**config.mk**
```make
export PLATFORM = sky130hd
export DESIGN_NAME = rr_arbiter_8
export DESIGN_NICKNAME = d
export VERILOG_FILES = /design/src/rtl/rr_arbiter_8.sv
export SDC_FILE = /design/constraint.sdc
export NUM_CORES = 1
export LEC_CHECK = 0
export CAP_MARGIN = 20
export CORE_MARGIN = 8
export CORE_UTILIZATION = 30
export DETAILED_ROUTE_END_ITERATION = 10
export GPL_ROUTABILITY_DRIVEN = 0
export HOLD_SLACK_MARGIN = 0.05
export PLACE_DENSITY = 0.54
export SYNTH_ARGS = -nofsm -noshare
export SYNTH_HDL_FRONTEND = slang
export SYNTH_SLANG_ARGS = --single-unit
```
**constraint.sdc**
```tcl
create_clock -name Clk -period 5.1 [get_ports Clk]
set_input_delay 1.02 -clock Clk [delete_from_list [all_inputs] [get_ports Clk]]
set_output_delay 1.02 -clock Clk [all_outputs]
set_load 0.05 [all_outputs]
```
**src/rtl/rr_arbiter_8.sv**
```systemverilog
// Round-robin arbiter for 8 requesters with registered one-hot grant,
// bounded hold time (MAX_HOLD) and a mandatory idle cycle between owners.
module rr_arbiter_8 #(
    parameter int MAX_HOLD = 16,
    parameter int CNT_W    = 5
) (
    input  logic       Clk,
    input  logic       Rst_n,
    input  logic       E,
    input  logic [7:0] Req,
    input  logic       Done,
    output logic [7:0] Grant,
    output logic [2:0] Grant_Idx,
    output logic       Valid,
    output logic       Timeout
);

    typedef enum logic {S_IDLE = 1'b0, S_BUSY = 1'b1} state_t;

    localparam logic [CNT_W-1:0] LIMIT = CNT_W'(MAX_HOLD - 1);

    state_t           r_state;
    state_t           w_state_nxt;
    logic [CNT_W-1:0] r_cnt;
    logic [CNT_W-1:0] w_cnt_nxt;
    logic [2:0]       r_ptr;
    logic [2:0]       w_ptr_nxt;
    logic [2:0]       r_idx;
    logic [2:0]       w_idx_nxt;
    logic [7:0]       r_grant;
    logic [7:0]       w_grant_nxt;
    logic             r_valid;
    logic             w_valid_nxt;
    logic             r_timeout;
    logic             w_timeout_nxt;

    logic [7:0]       w_rot;
    logic [2:0]       w_offs;
    logic [2:0]       w_winner;
    logic             w_arb;
    logic             w_rel_done;
    logic             w_rel_drop;
    logic             w_rel_lim;
    logic             w_release;

    // Rotate requests so bit 0 is the highest-priority slot, then take the lowest set bit.
    assign w_rot = 8'({Req, Req} >> r_ptr);

    always_comb begin
        w_offs = 3'd0;
        for (int i = 7; i >= 0; i--) begin
            if (w_rot[i]) w_offs = 3'(i);
        end
    end

    assign w_winner   = r_ptr + w_offs;
    assign w_arb      = (r_state == S_IDLE) && E && (|Req);
    assign w_rel_done = Done;
    assign w_rel_drop = ~Req[r_idx];
    assign w_rel_lim  = (r_cnt == LIMIT);
    assign w_release  = (r_state == S_BUSY) && (w_rel_done || w_rel_drop || w_rel_lim);

    always_ff @(posedge Clk or negedge Rst_n) begin
        if (!Rst_n) begin
            r_state   <= S_IDLE;
            r_cnt     <= '0;
            r_ptr     <= 3'd0;
            r_idx     <= 3'd0;
            r_grant   <= 8'h00;
            r_valid   <= 1'b0;
            r_timeout <= 1'b0;
        end else begin
            r_state   <= w_state_nxt;
            r_cnt     <= w_cnt_nxt;
            r_ptr     <= w_ptr_nxt;
            r_idx     <= w_idx_nxt;
            r_grant   <= w_grant_nxt;
            r_valid   <= w_valid_nxt;
            r_timeout <= w_timeout_nxt;
        end
    end

    always_comb begin
        w_state_nxt = r_state;
        if (r_state == S_IDLE) begin
            if (w_arb) w_state_nxt = S_BUSY;
        end else begin
            if (w_release) w_state_nxt = S_IDLE;
        end
    end

    always_comb begin
        w_cnt_nxt     = r_cnt;
        w_ptr_nxt     = r_ptr;
        w_idx_nxt     = r_idx;
        w_grant_nxt   = r_grant;
        w_valid_nxt   = r_valid;
        w_timeout_nxt = 1'b0;
        if (r_state == S_IDLE) begin
            if (w_arb) begin
                w_cnt_nxt   = '0;
                w_idx_nxt   = w_winner;
                w_grant_nxt = 8'h01 << w_winner;
                w_valid_nxt = 1'b1;
            end else begin
                w_grant_nxt = 8'h00;
                w_valid_nxt = 1'b0;
            end
        end else if (w_release) begin
            w_grant_nxt   = 8'h00;
            w_valid_nxt   = 1'b0;
            w_ptr_nxt     = r_idx + 3'd1;
            // Flag a timeout only when the hold limit was the sole release cause.
            w_timeout_nxt = w_rel_lim && !w_rel_done && !w_rel_drop;
        end else begin
            w_cnt_nxt = r_cnt + 1'b1;
        end
    end

    assign Grant     = r_grant;
    assign Grant_Idx = r_idx;
    assign Valid     = r_valid;
    assign Timeout   = r_timeout;

endmodule

```
# Word-level counts from Yosys, hierarchy flattened
# Cells that the tools add are included.
[totals]
reg_bits = 22
wordCells = 54
[classes]
n_eq_ne = 3
n_addsub = 3
bitwise_logic = 2
n_mux = 23
n_reduce_logical = 13
n_shift = 2
order_cmp = 1
[ops]
columns = ["operator", "count"]
rows = [
  ["two-way mux 3 bit", 8],
  ["two-way mux 8 bit", 3],
  ["right shift 16 x 3 -> 8 bit", 1],
  ["two-way mux 5 bit", 3],
  ["two-way mux 1 bit", 8],
  ["OR reduction 8 bit", 1],
  ["left shift 1 x 3 -> 8 bit (first input constant)", 1],
  ["AND reduction 2 bit", 3],
  ["adder 5 x 1 -> 5 bit (second input constant)", 1],
  ["equality test 5 x 4 -> 1 bit (second input constant)", 1],
  ["logical AND 1 bit", 5],
  ["less-than comparator 3 x 4 -> 1 bit (second input constant)", 1],
  ["adder 3 x 1 -> 3 bit (second input constant)", 1],
  ["adder 3 bit", 1],
  ["binary-select mux 1 bit (select 3 bit)", 1],
  ["logical OR 1 bit", 2],
  ["!= test 2 x 1 -> 1 bit (second input constant)", 1],
  ["!= test 2 bit (second input constant)", 1],
  ["NOT 1 bit", 2],
  ["nonzero test 2 bit", 1],
  ["zero test 1 bit", 1],
]

# Longest topological paths before layout
# Gate-level depths: netlist of run 1.
[depth]
ltp_word = 13
mapped_depth = 15
mapped_depth_nobuf = 12

# Worst setup path after synthesis of run 1
# Ideal clock, no wire load.
[synth_path]
kind = "input port to flip-flop"
startpoint = "input Req[5]"
endpoint = "register r_grant[0], in the netlist Grant[0]"
t_arrival_ns = 3.749
slack_ns = 1.270
setup_time_ns = 0.080
path_stages = 13
required_time_ns = 5.020
path_buffers = 1
path_cell_list = "buf_2 -> mux4_2 -> nor2b_1 -> nor3_1 -> nor2_1 -> o31ai_1 -> ha_1 -> inv_1 -> fa_1 -> xnor2_1 -> and4_1 -> o2111ai_1 -> o211ai_2"
[synth_between]
elab_chain_len = 13
word_cells_on_any_way = 22
[synth_rtl]
columns = ["element", "line", "text"]
rows = [
  ["from (decl)", "10", "input logic [7:0] Req,"],
  ["right shift 16 x 3 -> 8 bit", "47", "assign w_rot = 8'({Req, Req} >> r_ptr);"],
  ["two-way mux 3 bit (8 in a row)", "52", "if (w_rot[i]) w_offs = 3'(i);"],
  ["adder 3 bit", "56", "assign w_winner = r_ptr + w_offs;"],
  ["left shift 1 x 3 -> 8 bit", "103", "w_grant_nxt = 8'h01 << w_winner;"],
  ["two-way mux 8 bit", "100", "if (w_arb) begin"],
  ["two-way mux 8 bit", "99", "if (r_state == S_IDLE) begin"],
  ["to (signal assigned)", "77", "r_grant <= w_grant_nxt;"],
  ["to (decl)", "30", "logic [7:0] r_grant;"],
]
# Parallel ways exist; a longest one is shown, timed or not. The select of a mux whose other input is x is not followed.
# A chain may end at the register's enable or synchronous reset.

# Worst setup path after layout of run 1
[layout_path]
startpoint = "input Req[2]"
endpoint = "register r_grant[4], in the netlist Grant[4]"
# The elaborated chain is that of the path after synthesis.

==> metrics.md, run 1 <==
| Metric | Value |
|---|---|
| Outcome | `complete, no violations` |
| Crit path launch type | `input pin` |
| Reg-to-reg endpoint | `Grant[4]` |
| Measured slew at the worst slew-check pin | `0.860 ns` |
| Tcrit/Tclk final | `86.8%` |
| TritonCTS Buffers | `3` |
| Area added between synthesis and finish | `14.7%` |
| Final wirelength | `5010 um` |
| Placed Cells | `295` |
| Routed Antenna Nets | `0` |
| Post-CTS Resized | `0` |
| # setup viols final | `0` |
| Critical setup path kind | `input pin to flop` |
| First-pass GRT wire length | `8660 um` |
| Hold Path Depth | `1` |
| Period minus WS final | `4.43 ns` |
| Post-CTS setup buffer count | `0` |
| Vias | `1667` |
| Post-cts hold buffer count | `0` |
| Data required time of the worst path | `5.29 ns` |
| Hold_ws | `0.472 ns` |
| Yosys top cell by area | `dfrtp_1` |
| Worst R2R Setup Slack | `1.22 ns` |
| Inserted Diodes | `0` |
| Maximum clock frequency | `0.226 GHz` |
| Die width | `98.3 um` |
| CTS tree | `done` |
| Cell Pwr Density | `597 nW/um^2` |
| Layout cells sized above 1 | `16.8%` |
| Worst-path maximum fanout | `10` |
| Clk_skew | `0.00324 ns` |
| Worst Setup End Kind | `flop` |
| Synth top area cells | `dfrtp_1 27%, mux4_2 12%, nand2_1 5.5%` |
| VDD IR max | `0.207 mV` |
| Pre-antenna DRT Iters | `4` |
| Clock transition at path regs | `0.08 ns` |
| Post-synthesis sequential area ratio | `27.1%` |
| Setup TNS | `0 ns` |
| Initial DRC count | `67` |
| Port bufs | `24` |
| Power Total | `1.39 mW` |
| Remaining Overflow, GRT | `0` |
| R2R cell count | `13` |
| Hold/Removal Path Class | `flop to flop` |
| Fill cells | `693` |
| EDFF count, synth | `0` |
| Syn avg cell area | `9.57 sq um` |
| Row count | `30` |
| Pin count of the biggest net entering global routing | `28` |
| Vias in the first global route | `1706` |
| Hold EP | `r_cnt[3]` |
| Post-synthesis cell type count | `46` |
| IO Pins | `25` |
| Crit path arrival time | `4.62 ns` |
| Antenna violations before repair | `0` |
| Clk root buf | `clkbuf_8` |
| Initial core utilization | `30.4%` |
| DIE AREA | `9650 sq um` |
| Area of the core | `6680 sq um` |
| Synthesized Nets | `229` |
| Post-Layout Cell Count | `300` |
| Final Hold Vio Count | `0` |
| Max_cap viols | `0` |
| Cell with the most instances after synthesis | `nand2_1` |
| Slew HR | `42.7%` |
| Post-route DRC | `0` |
| Syn Inst Count | `212` |
| Mapped cell area | `2030 sq um` |
| Synth async-reset ratio | `100%` |
| Crit Reg-Reg Startpoint | `r_ptr[1]` |
| RSZ-0062 raised after global routing | `false` |
| Max Root-Sink Buffers | `2` |
| Clock Latency Late Sink | `0.26 ns` |
| Synth top area share | `27.1%` |
| Top cells by count, synth | `30 x nand2_1, 22 x dfrtp_1, 13 x buf_2` |
| Wire per inst | `16.7 um` |
| Clock sinks | `22` |
| DP HPWL | `3580 um` |
| Main synth FF type | `dfrtp_1` |
| GRT Resource Usage Total | `10.5%` |
| Final nets | `238` |
| Register bit count reported by yosys | `22` |
| Lkg Pwr | `0.947 nW` |
| Yosys warns | `0` |
| Hold_sp | `r_cnt[3]` |
| Max-slew violation count | `0` |
| H-tree lvl count | `1` |
| Die height | `98.3 um` |
| Post-DR vias/cell | `5.56` |
-- per-stage QoR --
step | worst slack, ns | area, sq um | util [%]
2_1_floorplan | 1.27 | 2030 | -
3_3_place_gp | 0.486 | 2240 | 33.6
3_5_place_dp | 0.368 | 2240 | 33.6
4_1_cts | 0.646 | 2300 | 34.4
5_1_grt | 0.286 | 2330 | 34.8
6_report | 0.674 | 2330 | 34.8
-- critical path, stage by stage --
cell and delay (ns):
clkdlybuf4s50_1 0.62, mux4_2 0.55, nor2b_1 0.14, nor3_1 0.26
nor2_1 0.08, o31ai_1 0.28, ha_1 0.20, inv_1 0.05
fa_1 0.40, xor2_1 0.51, and4_1 0.28, o2111ai_1 0.13
o211ai_2 0.08
-- per-layer routing --
layer / global-route usage, % / routed length [um] / part of all wire [%]
met1: 13.4 / 2390 / 48
met2: 18.1 / 2420 / 48
met3: 1.28 / 152 / 3.0
met4: 3.07 / 47 / 0.94
met5: 0 / 0 / 0
-- registers in the layout (all words and copies together), names as in the netlist --
signal / count
r_cnt: 5
r_ptr: 3
Grant: 8
Timeout: 1
Grant_Idx: 3
r_state: 1
Valid: 1
-- worst max-delay path by stage --
stage,startpoint,endpoint
6_report,Req[2],Grant[4]
5_1_grt,Req[5],Grant[4]
4_1_cts,Req[2],Grant[4]
3_5_place_dp,Req[2],Grant[4]
3_3_place_gp,Req[2],Grant[4]
2_1_floorplan,Req[5],Grant[0]
-- cell usage in the layout, fill, tap and decap left out, types with 3 or more instances in the layout --
cell type,n
o2111ai_1,9
mux2i_1,3
nor2b_1,6
nand2_1,30
and3_1,3
nor2_1,9
inv_1,8
ha_1,4
o31ai_1,3
o21ai_0,6
and4_1,4
clkbuf_8,4
clkdlybuf4s50_1,24
a21oi_1,9
nand4_1,3
mux4_2,11
nor4_1,5
a21o_1,4
dfrtp_1,22
o211ai_2,9
nor3_1,10
-- cell type report --
| cell class | instances | area, sq um | share of cell area [%] |
|---|---|---|---|
| tap | 80 | 100 | 4.30 |
| inverter | 8 | 30.0 | 1.29 |
| sequential | 22 | 551 | 23.7 |
| timing repair buffer | 27 | 283 | 12.2 |
| clock buffer | 4 | 55.1 | 2.37 |
| multi-input combinational | 159 | 1310 | 56.2 |
-- where the power goes --
part	internal, mW	switching (mW)	total [mW]	leakage [nW]
Combinational	0.364	0.557	0.921	0.626
Clock	0.0688	0.0576	0.126	0.0288
Sequential	0.229	0.114	0.343	0.292
Total	0.662	0.728	1.39	0.947
-- logic make-up (layout without fill, tap and decap cells) --
family	count (synthesis)	in the layout	share of synthesized area (%)
simple gates	81	81	21.7
compound gates	52	52	20.8
flops	22	22	27.1
mux	18	18	17.2
buf+inv	31	39	8.38
fa+ha+maj	5	5	3.45
xor+xnor	3	3	1.29
Power figures use the tool's default switching activity.
==> run 2, diff against run 1 <==
--- a/config.mk
+++ b/config.mk
@@ -7,11 +7,11 @@
 export LEC_CHECK = 0
 export CAP_MARGIN = 20
 export CORE_MARGIN = 8
-export CORE_UTILIZATION = 30
+export CORE_UTILIZATION = 55
 export DETAILED_ROUTE_END_ITERATION = 10
 export GPL_ROUTABILITY_DRIVEN = 0
 export HOLD_SLACK_MARGIN = 0.05
-export PLACE_DENSITY = 0.54
+export PLACE_DENSITY = 0.85
 export SYNTH_ARGS = -nofsm -noshare
 export SYNTH_HDL_FRONTEND = slang
 export SYNTH_SLANG_ARGS = --single-unit
==> metrics.md, run 2 (same netlist as run 1, synthesis figures left out) <==
| Metric | Value |
|---|---|
| Outcome | `complete, no violations` |
| Commonest non-fill, non-tap cell in the layout | `nand2_1` |
| Register Area | `551 sq um (unchanged)` |
| Slowest stage delay, CP | `0.68 ns (+0.06 ns)` |
| RSZ-0062 raised after global routing | `false` |
| First-pass GRT wire length | `7800 um (-10%)` |
| Pre-antenna DRT Iters | `4 (unchanged)` |
| Crit path launch type | `input pin` |
| GRT Resource Usage Total | `15.4% (+4.8 points)` |
| Hold Path Depth | `1 (unchanged)` |
| Clock Latency Late Sink | `0.26 ns (about the same)` |
| Final Hold Vio Count | `0 (unchanged)` |
| Largest register FFs | `8 (unchanged)` |
| Crit Reg-Reg Startpoint | `r_ptr[0]` |
| Remaining Overflow, GRT | `0 (unchanged)` |
| # setup viols final | `0 (unchanged)` |
| Worst-path maximum fanout | `10 (unchanged)` |
| Initial core utilization | `56.3% (+26 points)` |
| Commonest non-fill, non-tap cells in the layout | `30 x nand2_1, 24 x clkdlybuf4s50_1, 22 x dfrtp_1` |
| CP max-delay cell | `clkdlybuf4s50_1` |
| Area added between synthesis and finish | `13.0%` |
| Post-route DRC | `0 (unchanged)` |
| Area of the core | `3610 sq um (-46%)` |
| Pin count of the biggest net entering global routing | `38 (+36%)` |
| Clock sinks | `22 (unchanged)` |
| Hold_sp | `r_cnt[3]` |
| IO Pins | `25 (unchanged)` |
| Setup TNS | `0 ns (unchanged)` |
| Final wirelength | `4490 um (-10%)` |
| Max Root-Sink Buffers | `2 (unchanged)` |
| Die width | `76.7 um (-22%)` |
| Tcrit/Tclk final | `87.0% (+0.22 points)` |
| Power Total | `1.38 mW (-0.67%)` |
| Post-CTS setup buffer count | `0 (unchanged)` |
| DP HPWL | `3140 um (-12%)` |
| Post-CTS Resized | `0 (unchanged)` |
| Hold EP | `r_cnt[3]` |
| Lkg Pwr | `0.947 nW (about the same)` |
| Row count | `22 (-27%)` |
| Period minus WS final | `4.44 ns (+0.0113 ns)` |
| VDD IR max | `0.381 mV (+84%)` |
| Port bufs | `24 (unchanged)` |
| Inserted Diodes | `0 (unchanged)` |
| Placed Cells | `262 (-11%)` |
| DIE AREA | `5890 sq um (-39%)` |
| Initial DRC count | `236 (+250%)` |
| Cells along the critical path | `clkdlybuf4s50_1, nor2b_1, o32ai_1, a2111oi_0, nor4_1, o31ai_1, ha_1, inv_1, fa_1, xor2_1, and4_1, o2111ai_1, o211ai_2` |
| Max_cap viols | `0 (unchanged)` |
| Vias | `1698 (+1.9%)` |
| Hold/Removal Path Class | `flop to flop` |
| H-tree lvl count | `1 (unchanged)` |
| Post-DR vias/cell | `6.36 (+14%)` |
| Critical setup path kind | `input pin to flop` |
| Antenna violations before repair | `0 (unchanged)` |
| Measured slew at the worst slew-check pin | `0.818 ns (-0.0421 ns)` |
| Post-cts hold buffer count | `0 (unchanged)` |
| Max-slew violation count | `0 (unchanged)` |
| TritonCTS Buffers | `3 (unchanged)` |
| Crit path arrival time | `4.62 ns (about the same)` |
| Wire per inst | `16.8 um (+0.76%)` |
| Clock transition at path regs | `0.08 ns (about the same)` |
| R2R cell count | `12 (-1)` |
| Reg-to-reg endpoint | `Grant[4]` |
| Final nets | `238 (unchanged)` |
| Maximum clock frequency | `0.225 GHz (-0.25%)` |
| Layout cells sized above 1 | `16.4% (-0.38 points)` |
| Cell Pwr Density | `602 nW/um^2 (+0.79%)` |
| Worst Setup End Kind | `flop` |
| Post-Layout Cell Count | `267 (-11%)` |
| Data required time of the worst path | `5.28 ns (about the same)` |
| Clk root buf | `clkbuf_8` |
| Slew HR | `45.2% (+2.6 points)` |
| Multi-input gate area | `1310 sq um (unchanged)` |
| Die height | `76.7 um (-22%)` |
| Clk_skew | `0.00377 ns (+0.000537 ns)` |
| Worst R2R Setup Slack | `1.25 ns (+0.03 ns)` |
| Fill cells | `296 (-57%)` |
| Vias in the first global route | `1606 (-5.9%)` |
| CTS tree | `done` |
| Routed Antenna Nets | `0 (unchanged)` |
## run 2: how the worst max path moves through the flow
stage | from | to | cells past startpoint
3_5_place_dp | Req[5] | Grant[5] | 13
5_1_grt | Req[5] | Grant[5] | 13
2_1_floorplan | Req[5] | Grant[0] | 13
3_3_place_gp | Req[2] | Grant[4] | 13
6_report | Req[5] | Grant[4] | 13
4_1_cts | Req[5] | Grant[4] | 13
## run 2: where the power goes
part | total (mW) | switching, mW | internal (mW) | leakage (nW)
registers | 0.316 | 0.0863 | 0.230 | 0.292
clock network | 0.106 | 0.0529 | 0.0526 | 0.0216
logic | 0.959 | 0.579 | 0.380 | 0.633
## run 2: critical path, delay by kind of cell
family          cells  cell delay (ns)
compound gates      5             1.13
fa+ha+maj           2             0.62
buf+inv             2             0.73
simple gates        3             0.65
xor+xnor            1             0.48
## run 2: per-layer routing
| layer | wire length [um] | global-route usage, % | up-vias |
|---|---|---|---|
| met1 | 2020 | 20.1 | 837 |
| met5 | 0 | 0 | - |
| met4 | 66 | 5.00 | 0 |
| met3 | 172 | 1.75 | 8 |
| met2 | 2240 | 25.6 | 36 |
| li1 | - | - | 817 |
## run 2: layout make-up
| class | instances | share of cell area [%] |
|---|---|---|
| inverters | 8 | 1.31 |
| flip-flops and latches | 22 | 24.0 |
| repair buffers | 27 | 13.2 |
| clock buffers | 3 | 1.80 |
| multi-input cells | 159 | 57.1 |
| well taps | 48 | 2.62 |
## run 2: per-stage QoR
step / util (%) / hold slack [ns] / instance area (sq um) / setup slack, ns
2_1_floorplan: - / 0.438 / 2030 / 1.27
3_3_place_gp: 60.9 / 0.456 / 2200 / 0.593
3_5_place_dp: 60.9 / 0.465 / 2200 / 0.458
4_1_cts: 62.1 / 0.475 / 2240 / 0.719
5_1_grt: 63.6 / 0.493 / 2290 / 0.376
6_report: 63.6 / 0.477 / 2290 / 0.663
